<file path="config.mk">
export PLATFORM = sky130hd
export DESIGN_NAME = alu_arbiter
export DESIGN_NICKNAME = d
export VERILOG_FILES = /design/src/rtl/alu_arbiter.sv
export SDC_FILE = /design/constraint.sdc
export NUM_CORES = 1
export LEC_CHECK = 0
export ABC_AREA = 0
export CORE_MARGIN = 5
export CORE_UTILIZATION = 38
export DETAILED_ROUTE_END_ITERATION = 12
export MAX_ROUTING_LAYER = met4
export PLACE_DENSITY = 0.8
export RECOVER_POWER = 50
export SLEW_MARGIN = 20
export SYNTH_ARGS = -nofsm -noshare
export SYNTH_HDL_FRONTEND = slang
export SYNTH_SLANG_ARGS = --single-unit
</file>
<file path="constraint.sdc">
create_clock -name clk -period 1.5 [get_ports clk]
set_input_delay 0.3 -clock clk [delete_from_list [all_inputs] [get_ports clk]]
set_output_delay 0.3 -clock clk [all_outputs]
set_load 0.02 [all_outputs]
</file>
<file path="src/rtl/alu_arbiter.sv">
// alu_arbiter: shares one ALU between two requesters.
// Round-robin grant, valid/ready acceptance, registered ALU operands, and a
// tag pipeline matched to ALU_LATENCY that routes each result back to its
// originator as a one-cycle response pulse (responses return in order).
// Optional feature macro: ALU_ARB_STATS_EN adds saturating per-requester
// acceptance counters; without it grant_cnt0/grant_cnt1 read as 0.
module alu_arbiter #(
    parameter int WORD_SIZE   = 16,
    parameter int ALU_LATENCY = 1    // legal range 1..4
) (
    input  logic                 clk,
    input  logic                 rst_n,
    input  logic                 req0_valid,
    output logic                 req0_ready,
    input  logic [2:0]           req0_op,
    input  logic [WORD_SIZE-1:0] req0_in1,
    input  logic [WORD_SIZE-1:0] req0_in2,
    input  logic                 req1_valid,
    output logic                 req1_ready,
    input  logic [2:0]           req1_op,
    input  logic [WORD_SIZE-1:0] req1_in1,
    input  logic [WORD_SIZE-1:0] req1_in2,
    output logic                 rsp0_valid,
    output logic [WORD_SIZE-1:0] rsp0_data,
    output logic                 rsp1_valid,
    output logic [WORD_SIZE-1:0] rsp1_data,
    output logic [2:0]           alu_op,
    output logic [WORD_SIZE-1:0] alu_in1,
    output logic [WORD_SIZE-1:0] alu_in2,
    input  logic [WORD_SIZE-1:0] alu_out,
    output logic [15:0]          grant_cnt0,
    output logic [15:0]          grant_cnt1
);

    // last_grant: id of the requester accepted most recently (1 after reset,
    // so requester 0 wins the first contention).
    logic last_grant;
    logic gnt0, gnt1;
    logic acc0, acc1, acc;

    // Tag pipeline: stage k holds the operation issued k+1 edges ago.
    // Index ALU_LATENCY is the stage whose result is on alu_out.
    logic [ALU_LATENCY:0] tag_vld;
    logic [ALU_LATENCY:0] tag_id;
    logic                 tag_out_vld;
    logic                 tag_out_id;

    // Round-robin grant: contention goes to the requester not served last.
    always_comb begin
        gnt0 = 1'b0;
        gnt1 = 1'b0;
        if (req0_valid && req1_valid) begin
            gnt0 = last_grant;
            gnt1 = ~last_grant;
        end else begin
            gnt0 = req0_valid;
            gnt1 = req1_valid;
        end
    end

    // Ready is masked by reset so nothing is accepted on a reset edge.
    assign req0_ready = gnt0 & rst_n;
    assign req1_ready = gnt1 & rst_n;
    assign acc0       = req0_valid & req0_ready;
    assign acc1       = req1_valid & req1_ready;
    assign acc        = acc0 | acc1;

    // Issue register: load the winner's operation, otherwise hold.
    always_ff @(posedge clk) begin
        if (!rst_n) begin
            alu_op     <= 3'd0;
            alu_in1    <= '0;
            alu_in2    <= '0;
            last_grant <= 1'b1;
        end else if (acc0) begin
            alu_op     <= req0_op;
            alu_in1    <= req0_in1;
            alu_in2    <= req0_in2;
            last_grant <= 1'b0;
        end else if (acc1) begin
            alu_op     <= req1_op;
            alu_in1    <= req1_in1;
            alu_in2    <= req1_in2;
            last_grant <= 1'b1;
        end
    end

    // Tag shift register; reset drops every in-flight tag.
    always_ff @(posedge clk) begin
        if (!rst_n) begin
            tag_vld <= '0;
            tag_id  <= '0;
        end else begin
            tag_vld <= {tag_vld[ALU_LATENCY-1:0], acc};
            tag_id  <= {tag_id[ALU_LATENCY-1:0], acc1};
        end
    end

    assign tag_out_vld = tag_vld[ALU_LATENCY];
    assign tag_out_id  = tag_id[ALU_LATENCY];

    // Response capture: route alu_out to the tagged requester; data holds.
    always_ff @(posedge clk) begin
        if (!rst_n) begin
            rsp0_valid <= 1'b0;
            rsp1_valid <= 1'b0;
            rsp0_data  <= '0;
            rsp1_data  <= '0;
        end else begin
            rsp0_valid <= tag_out_vld & ~tag_out_id;
            rsp1_valid <= tag_out_vld & tag_out_id;
            if (tag_out_vld && !tag_out_id) rsp0_data <= alu_out;
            if (tag_out_vld && tag_out_id)  rsp1_data <= alu_out;
        end
    end

`ifdef ALU_ARB_STATS_EN
    logic [15:0] cnt0_q, cnt1_q;

    // Saturating acceptance counters.
    always_ff @(posedge clk) begin
        if (!rst_n) begin
            cnt0_q <= 16'd0;
            cnt1_q <= 16'd0;
        end else begin
            if (acc0 && cnt0_q != 16'hFFFF) cnt0_q <= cnt0_q + 16'd1;
            if (acc1 && cnt1_q != 16'hFFFF) cnt1_q <= cnt1_q + 16'd1;
        end
    end

    assign grant_cnt0 = cnt0_q;
    assign grant_cnt1 = cnt1_q;
`else
    assign grant_cnt0 = 16'd0;
    assign grant_cnt1 = 16'd0;
`endif

endmodule

</file>
-- Yosys cells after proc, flatten, opt, wreduce, memory -nomap -nowiden
Index checks and enable logic that the tools add are counted.
- $add $sub $neg: 0
- multiply operators: 0
- divide/modulo/power cells: 0
- magnitude comparators: 0
- equal/unequal tests: 0
- shift-type cells: 0
- muxes and demuxes: 10
- bitwise operators: 9
- reduce and logical (&&, ||, !) cells: 5
- operators by type and width (operator ; number):
    $mux W16 ; 4
    $and A1 B1 Y1 ; 6
    $mux W3 ; 2
    $mux W1 ; 4
    $logic_and A1 B1 Y1 ; 3
    $not A1 Y1 ; 2
    $reduce_bool A2 Y1 ; 1
    $logic_not A1 Y1 ; 1
    $or A1 B1 Y1 ; 1
- register bits: 74
- latch bits: 0
- RAM bits: 0
- bits in read-only memories: 0
- input bits: 90
- output and inout port bits: 103
- logic and storage cells: 34
- memories: 0

-- Longest topological paths before layout
Gate-level depths: netlist of the first run.
- word-level depth: 6
- mapped depth: 5

-- Least setup slack after synthesis of the first run
Ideal clock, no wire load.
- kind: register to output
- start: register last_grant
- end: output req1_ready
- data arrival time: 1.130 ns
- required time: 1.200 ns
- path slack: 0.070 ns
- stages on the path, launching flop included: 5
- path buffers: 2
- path through: dfxtp_1 clkbuf_1 buf_2 nand2_1 and3_1
- word-level cells in the longest chain between the ends: 3
- ends and longest elaborated chain (element ; line ; source):
    start, declared ; 37 ; logic last_grant;
    start signal, assigned ; 74 ; last_grant <= 1'b1;
    start signal, assigned ; 79 ; last_grant <= 1'b0;
    start signal, assigned ; 84 ; last_grant <= 1'b1;
    $not A1 Y1 ; 54 ; gnt1 = ~last_grant;
    $mux W1 ; 52 ; if (req0_valid && req1_valid) begin
    $and A1 B1 Y1 ; 63 ; assign req1_ready = gnt1 & rst_n;
    end, declared ; 19 ; output logic req1_ready,
Every way passes these cells.

-- Worst setup path after layout of the first run
- start: register last_grant
- end: output req0_ready
- word-level cells in the longest chain between the ends: 2
- ends and longest elaborated chain (element ; line ; source):
    $mux W1 ; 52 ;
    $and A1 B1 Y1 ; 62 ; assign req0_ready = gnt0 & rst_n;
    end, declared ; 14 ; output logic req0_ready,
Every way passes these cells.

==> results of run 1 <==
[routing by layer]
metal	vias to the layer above	global-route usage
met5	-	-
met4	0	0.0657
met3	10	0.0521
met2	166	0.302
met1	1643	0.228
li1	1657	-
[timing repair]
item	in CTS	in global routing
gates resized for setup	80	1
pin swaps	0	0
endpoints found under the hold margin	0	0
setup endpoints to repair	72	1
hold buffers	0	0
[layout make-up]
type / instances / area share
sequential: 74 / 0.289
timing repair buffer: 178 / 0.323
inverter: 1 / 0.000731
clock buffer: 10 / 0.0249
tap: 108 / 0.0263
multi-input combinational: 285 / 0.310
clock inverter: 6 / 0.0268
[critical path, delay by kind of cell (launching register included)]
family                 cells  cell delay (ns)
DFF                        1             0.34
AOI/OAI and AO/OA          1             0.27
buffers and inverters      1             0.17
[placed cells by master (no fill, tap or decap), types with 2 or more instances in the layout]
cell               n
a21boi_0          31
clkbuf_1           4
and2_0             2
bufinv_16          4
clkdlybuf4s50_1   86
clkbuf_8           9
buf_2              3
o311ai_1           3
o2111ai_1         35
dfxtp_1           73
buf_4             11
and2_1             2
conb_1            32
dlygate4sd2_1     71
nor2b_1            2
o311ai_0          32
buf_12             3
and3_1             3
nand2_1          136
[power by group through the flow]
stage,Sequential [uW],Combinational (uW),Clock [uW]
3_3_place_gp,2190,1060,0
5_1_grt,2160,1030,2180
6_report,2150,963,2020
4_1_cts,2150,991,2080
2_1_floorplan,2330,419,0
3_5_place_dp,2200,1070,0
[flip-flops by register name, summed over array words and instances, names as in the netlist]
signal / cells
tag_id: 2
rsp1_valid: 1
rsp0_data: 16
rsp0_valid: 1
alu_op: 3
rsp1_data: 16
last_grant: 1
tag_vld: 2
alu_in2: 16
alu_in1: 16
[cells by family (layout without fill, tap and decap cells)]
| family | Yosys count | after routing | share of synthesized area |
|---|---|---|---|
| flops | 74 | 74 | 0.439 |
| simple gates | 149 | 149 | 0.176 |
| compound gates | 104 | 104 | 0.259 |
| other cells | 1 | 32 | 0.00111 |
| buf+inv | 72 | 195 | 0.126 |
[stage by stage]
step | power, uW | utilization | cells | worst slack [ns] | area (um2)
finish | 5140 | 0.592 | 662 | 0.0948 | 5130
global route | 5370 | 0.592 | 662 | 0.0171 | 5130
CTS | 5220 | 0.594 | 662 | 0.0505 | 5150
detailed placement | 3270 | 0.575 | 646 | -0.508 | 4990
global placement | 3250 | 0.575 | 646 | -0.473 | 4990
floorplan | 2750 | - | 431 | 0.0701 | 3490
[worst paths after layout]
check,from,to,slack [ns],cells past startpoint
min,rst_n,last_grant$_SDFFE_PN1P_,0.31,3
max reg2reg,last_grant$_SDFFE_PN1P_,alu_in1[6]$_SDFFE_PN0P_,0.12,3
max,last_grant$_SDFFE_PN1P_,req0_ready,0.09,2
min reg2reg,tag_id[0]$_SDFF_PN0_,tag_id[1]$_SDFF_PN0_,0.44,1
==> results.ini, run 1 <==
[detailed_routing]
via_per_inst = 5.25
routed.top_layer = met4
route.detailed.drc = 0
first_pass_iters = 4
wl_um = 10400
wl_met1_um = 4360
post_drt_wl_per_cell_um = 15.7
dr_total_vias = 3476
drtIter0Drc = 149
dr_wl_met3_um = 773
final_antenna_net_count = 0
wl_met2_um = 5170

[cells_and_area]
final_nets = 639
antenna-diode-count = 0
drive_gt1_frac = 0.0686
fillers = 824
seqCellArea_um2 = 1480
area_growth_pct = 52.0
multiInputGateArea_um2 = 1590

[timing]
relSlewSlack = 0.609
worst_pin_slew_ns = 0.585
fin_worst_skew_ns = 0.0103
setup_tns_ns = 0
setup_violations = 0
slew_viol_final = 0
hold_violations = 0
fin_hold_ws_ns = 0.307
rsz0062_at_grt = false
fin_crit_sh = 0.937
fmax_mhz = 712
fin_crit_ns = 1.41

[synth]
synth_edf_count = 0
async_flop_share = 0
synth_warnings = 0
synth_common_cells = nand2_1, dfxtp_1, o2111ai_1, buf_4, a21boi_0
ys_seq_area_frac = 0.439
synthCells = 400
synth_flop_cell = dfxtp_1
synth_area_leaders = dfxtp_1, nand2_1, o2111ai_1, o311ai_1, buf_4
avgSynthCellArea_um2 = 8.45
ys_seq_elements = 74
synth.most_common_cell = nand2_1
synth.distinct_cells = 21
synth_largest_area_cell = dfxtp_1
synth_area_um2 = 3380
synth_top_area_share = 0.439

[job]
max_cap_viol_count = 0

[critical_path]
cp-end-kind = output pin
cp_cell_sequence = o211a_2 -> buf_2
slowest_stage = dfxtp_2
required_ns = 1.20
cp.arrival_ns = 1.11
critPathKind = reg2out
cp_slowest_stage_delay_ns = 0.34
crit_fanout = 4
start_kind = flip-flop

[power_and_ir_drop]
leakagePower_uw = 0.00213
p_int_uw = 3800
vdd_drop_max_v = 0.000509
p_clk_frac = 0.394
switching_power_uw = 1330
cellPowerDensity_nw_per_um2 = 1000
swShare = 0.260
power_frac_seq = 0.418
pwr-share-comb = 0.188

[global_routing]
grt_pass1_wl_um = 16800
track_usage = 0.189
overflow = 0
grt_pass1_vias = 3389
grt_max_degree = 74
antenna_found_initial = 0

[clock_tree]
clk_pin_slew_ns = 0.07
tritoncts = built
post_cts_buffers = 0
ctsHtreeMaxLevel = 3
clock_latency_ns = 0.34
clockRootBuffer = clkbuf_8
clock-sinks = 74
cts_buffer_depth = 2
cts_made_buffers = 9

[floorplan]
dieArea_um2 = 10900
die_w_um = 104
die_y_um = 104
ios = 193
rows = 34
core-area_um2 = 8680
start_util = 0.389

[placed_design]
dp_hpwl_um = 7600
portBuffers = 160
place_congestion = 0.808

[outcome]
status = finished clean

[hold_path]
hold_class = in2reg

Note: power is estimated with default switching activity, not from simulation.
==> run 2: changes to the inputs <==
clock period = 1.44 ns   (was 1.5 ns; I/O delays follow)
==> run 2 against run 1 <==
  * Power down 7.6%
  * Wire length down 0.94%
  * Non-clock buffer count up 1
  * Combinational power up 7%
  * Critical path type unchanged
  * Largest power group unchanged
==> results.ini, run 2 (synthesis results as in run 1) <==
[outcome]
status = finished clean

[clock_tree]
clockRootBuffer = clkbuf_8
ctsHoldBuffers = 0  ; unchanged
cts_made_buffers = 9  ; unchanged
clock-sinks = 74  ; unchanged
tritoncts = built
clk_pin_slew_ns = 0.08  ; about the same
ctsHtreeMaxLevel = 3  ; unchanged
cts_buffer_depth = 2  ; unchanged
clock_latency_ns = 0.33  ; about the same

[detailed_routing]
first_pass_iters = 4  ; unchanged
drtIter0Drc = 165  ; +11%
dr_total_vias = 3397  ; -2.3%
post_drt_wl_per_cell_um = 15.6  ; -1.1%
via_per_inst = 5.12  ; -2.4%
wl_um = 10300  ; -0.94%
final_antenna_net_count = 0  ; unchanged
route.detailed.drc = 0  ; unchanged

[timing]
fmax_mhz = 721
fin_worst_skew_ns = 0.00627  ; -0.00404 ns
fin_crit_ns = 1.39
worst_pin_slew_ns = 0.594  ; +0.00828 ns
setup_violations = 0  ; unchanged
relSlewSlack = 0.603  ; -0.00553
setup_slack_ns = 0.0538  ; -0.0410 ns
slew_viol_final = 0  ; unchanged
hold_violations = 0  ; unchanged
fin_crit_sh = 0.963

[placed_design]
dp_hpwl_um = 7590  ; -0.16%
place_ws_ns = -0.521  ; -0.0133 ns
place_congestion = 0.815  ; +0.94%
dpl.cell_count = 647  ; +0.15%
portBuffers = 160  ; unchanged

[critical_path]
r2r_slack_ns = 0.06  ; -0.06 ns
cp_slowest_stage_delay_ns = 0.36  ; +0.02 ns
cp_cell_sequence = o211a_4 -> buf_2
crit_end = req0_ready
cp.arrival_ns = 1.10  ; about the same
rr_worst_depth = 3  ; unchanged
required_ns = 1.15  ; -0.05 ns
start_kind = flip-flop
startpoint = last_grant$_SDFFE_PN1P_
crit_fanout = 4  ; unchanged
r2r_start = last_grant$_SDFFE_PN1P_
critPathKind = reg2out
cp-end-kind = output pin
r2r-end = alu_in2[12]$_SDFFE_PN0P_
slowest_stage = dfxtp_4

[cells_and_area]
seqCellArea_um2 = 1490  ; +0.17%
final_nets = 640  ; +0.16%
layout_common_cells = nand2_1, clkdlybuf4s50_1, dfxtp_1
final_cells = 663  ; +0.15%
antenna-diode-count = 0  ; unchanged
fillers = 823  ; -0.12%
area_growth_pct = 50.3
final_common_cell = nand2_1
drive_gt1_frac = 0.0793  ; +0.0107
multiInputGateArea_um2 = 1600  ; +0.63%

[global_routing]
grt_pass1_wl_um = 16700  ; -0.29%
track_usage = 0.188  ; -0.00102
grt_max_degree = 60  ; -19%
grt_pass1_vias = 3406  ; +0.50%
overflow = 0  ; unchanged
antenna_found_initial = 0  ; unchanged

[floorplan]
dieArea_um2 = 10900  ; unchanged
rows = 34  ; unchanged
die_y_um = 104  ; unchanged
start_util = 0.389  ; unchanged
die_w_um = 104  ; unchanged
core-area_um2 = 8680  ; unchanged
ios = 193  ; unchanged

[power_and_ir_drop]
leakagePower_uw = 0.00213  ; about the same
vdd_drop_max_v = 0.000361  ; -29%
cellPowerDensity_nw_per_um2 = 935  ; -6.6%

[hold_path]
hold_class = in2reg

[job]
max_cap_viol_count = 0  ; unchanged

==> run 2: changes by cell type in the layout (fill, tap and decap cells not counted), moves of 2 or more <==
cell | before | now
o311ai_0 | 32 | 6
clkinvlp_4 | 0 | 2
buf_4 | 11 | 17
clkbuf_1 | 4 | 0
clkbuf_8 | 9 | 11
bufinv_16 | 4 | 0
o311ai_1 | 3 | 29
==> run 2: cell type report <==
class / count / area share
repair buffers: 179 / 0.328
multi-input cells: 285 / 0.315
flip-flops and latches: 74 / 0.292
clock buffers: 11 / 0.0298
well taps: 108 / 0.0266
clock inverters: 5 / 0.00739
inverters: 1 / 0.000739
==> run 2: timing repair <==
item | in CTS | in global routing
pin swaps | 0 | 0
resized for setup | 80 | 2
setup buffers | 0 | 0
endpoints found under the setup margin | 75 | 1
==> run 2: worst max-delay path: cells and delay by family, from the launching register on <==
kind | cells | cell delay [ns]
compound gates | 1 | 0.24
buf+inv | 1 | 0.16
flops | 1 | 0.36
==> run 2: worst min path at each step <==
stage                          start                       to  slack (ns)  depth (start not counted)
2_1_floorplan   tag_id[0]$_SDFF_PN0_     tag_id[1]$_SDFF_PN0_        0.41                          1
3_3_place_gp    tag_id[0]$_SDFF_PN0_     tag_id[1]$_SDFF_PN0_        0.42                          1
3_5_place_dp   tag_vld[0]$_SDFF_PN0_    tag_vld[1]$_SDFF_PN0_        0.42                          1
4_1_cts                        rst_n  last_grant$_SDFFE_PN1P_        0.32                          3
5_1_grt                        rst_n  last_grant$_SDFFE_PN1P_        0.32                          3
6_report                       rst_n  last_grant$_SDFFE_PN1P_        0.33                          3
==> run 2: power by group <==
| group | switching (uW) | internal, uW | total (uW) | leakage [uW] |
|---|---|---|---|---|
| logic | 562 | 464 | 1030 | 0.00143 |
| registers | 64.0 | 2170 | 2240 | 0.000609 |
| clock network | 759 | 726 | 1490 | 0.0000919 |
| total | 1380 | 3360 | 4750 | 0.00213 |
==> run 2: metal layers <==
metal / track usage / up-vias / share of wire
met4: 0.0638 / 0 / 0.018
met5: - / - / 0
li1: - / 1659 / -
met2: 0.304 / 181 / 0.49
met3: 0.0521 / 17 / 0.083
met1: 0.224 / 1540 / 0.41
==> run 2: through the flow <==
stage               setup TNS [ns]  utilization  hold WS (ns)  total power, uW  area (um2)
finish                           0        0.585         0.332             4750        5080
detailed placement          -12.47        0.574         0.422             3400        4980
CTS                              0        0.585         0.316             4800        5070
global placement            -11.35        0.574         0.415             3380        4980
global route              -0.00680        0.585         0.324             4980        5080
floorplan                        0            -         0.412             2860        3490
==> run 3: changes to the inputs <==
CTS_CLUSTER_DIAMETER = 80   (was unset)
HOLD_SLACK_MARGIN = 0.05   (was unset)
==> results of run 3 <==
No change in the layout: final DEF, timing and power equal those of run 2.
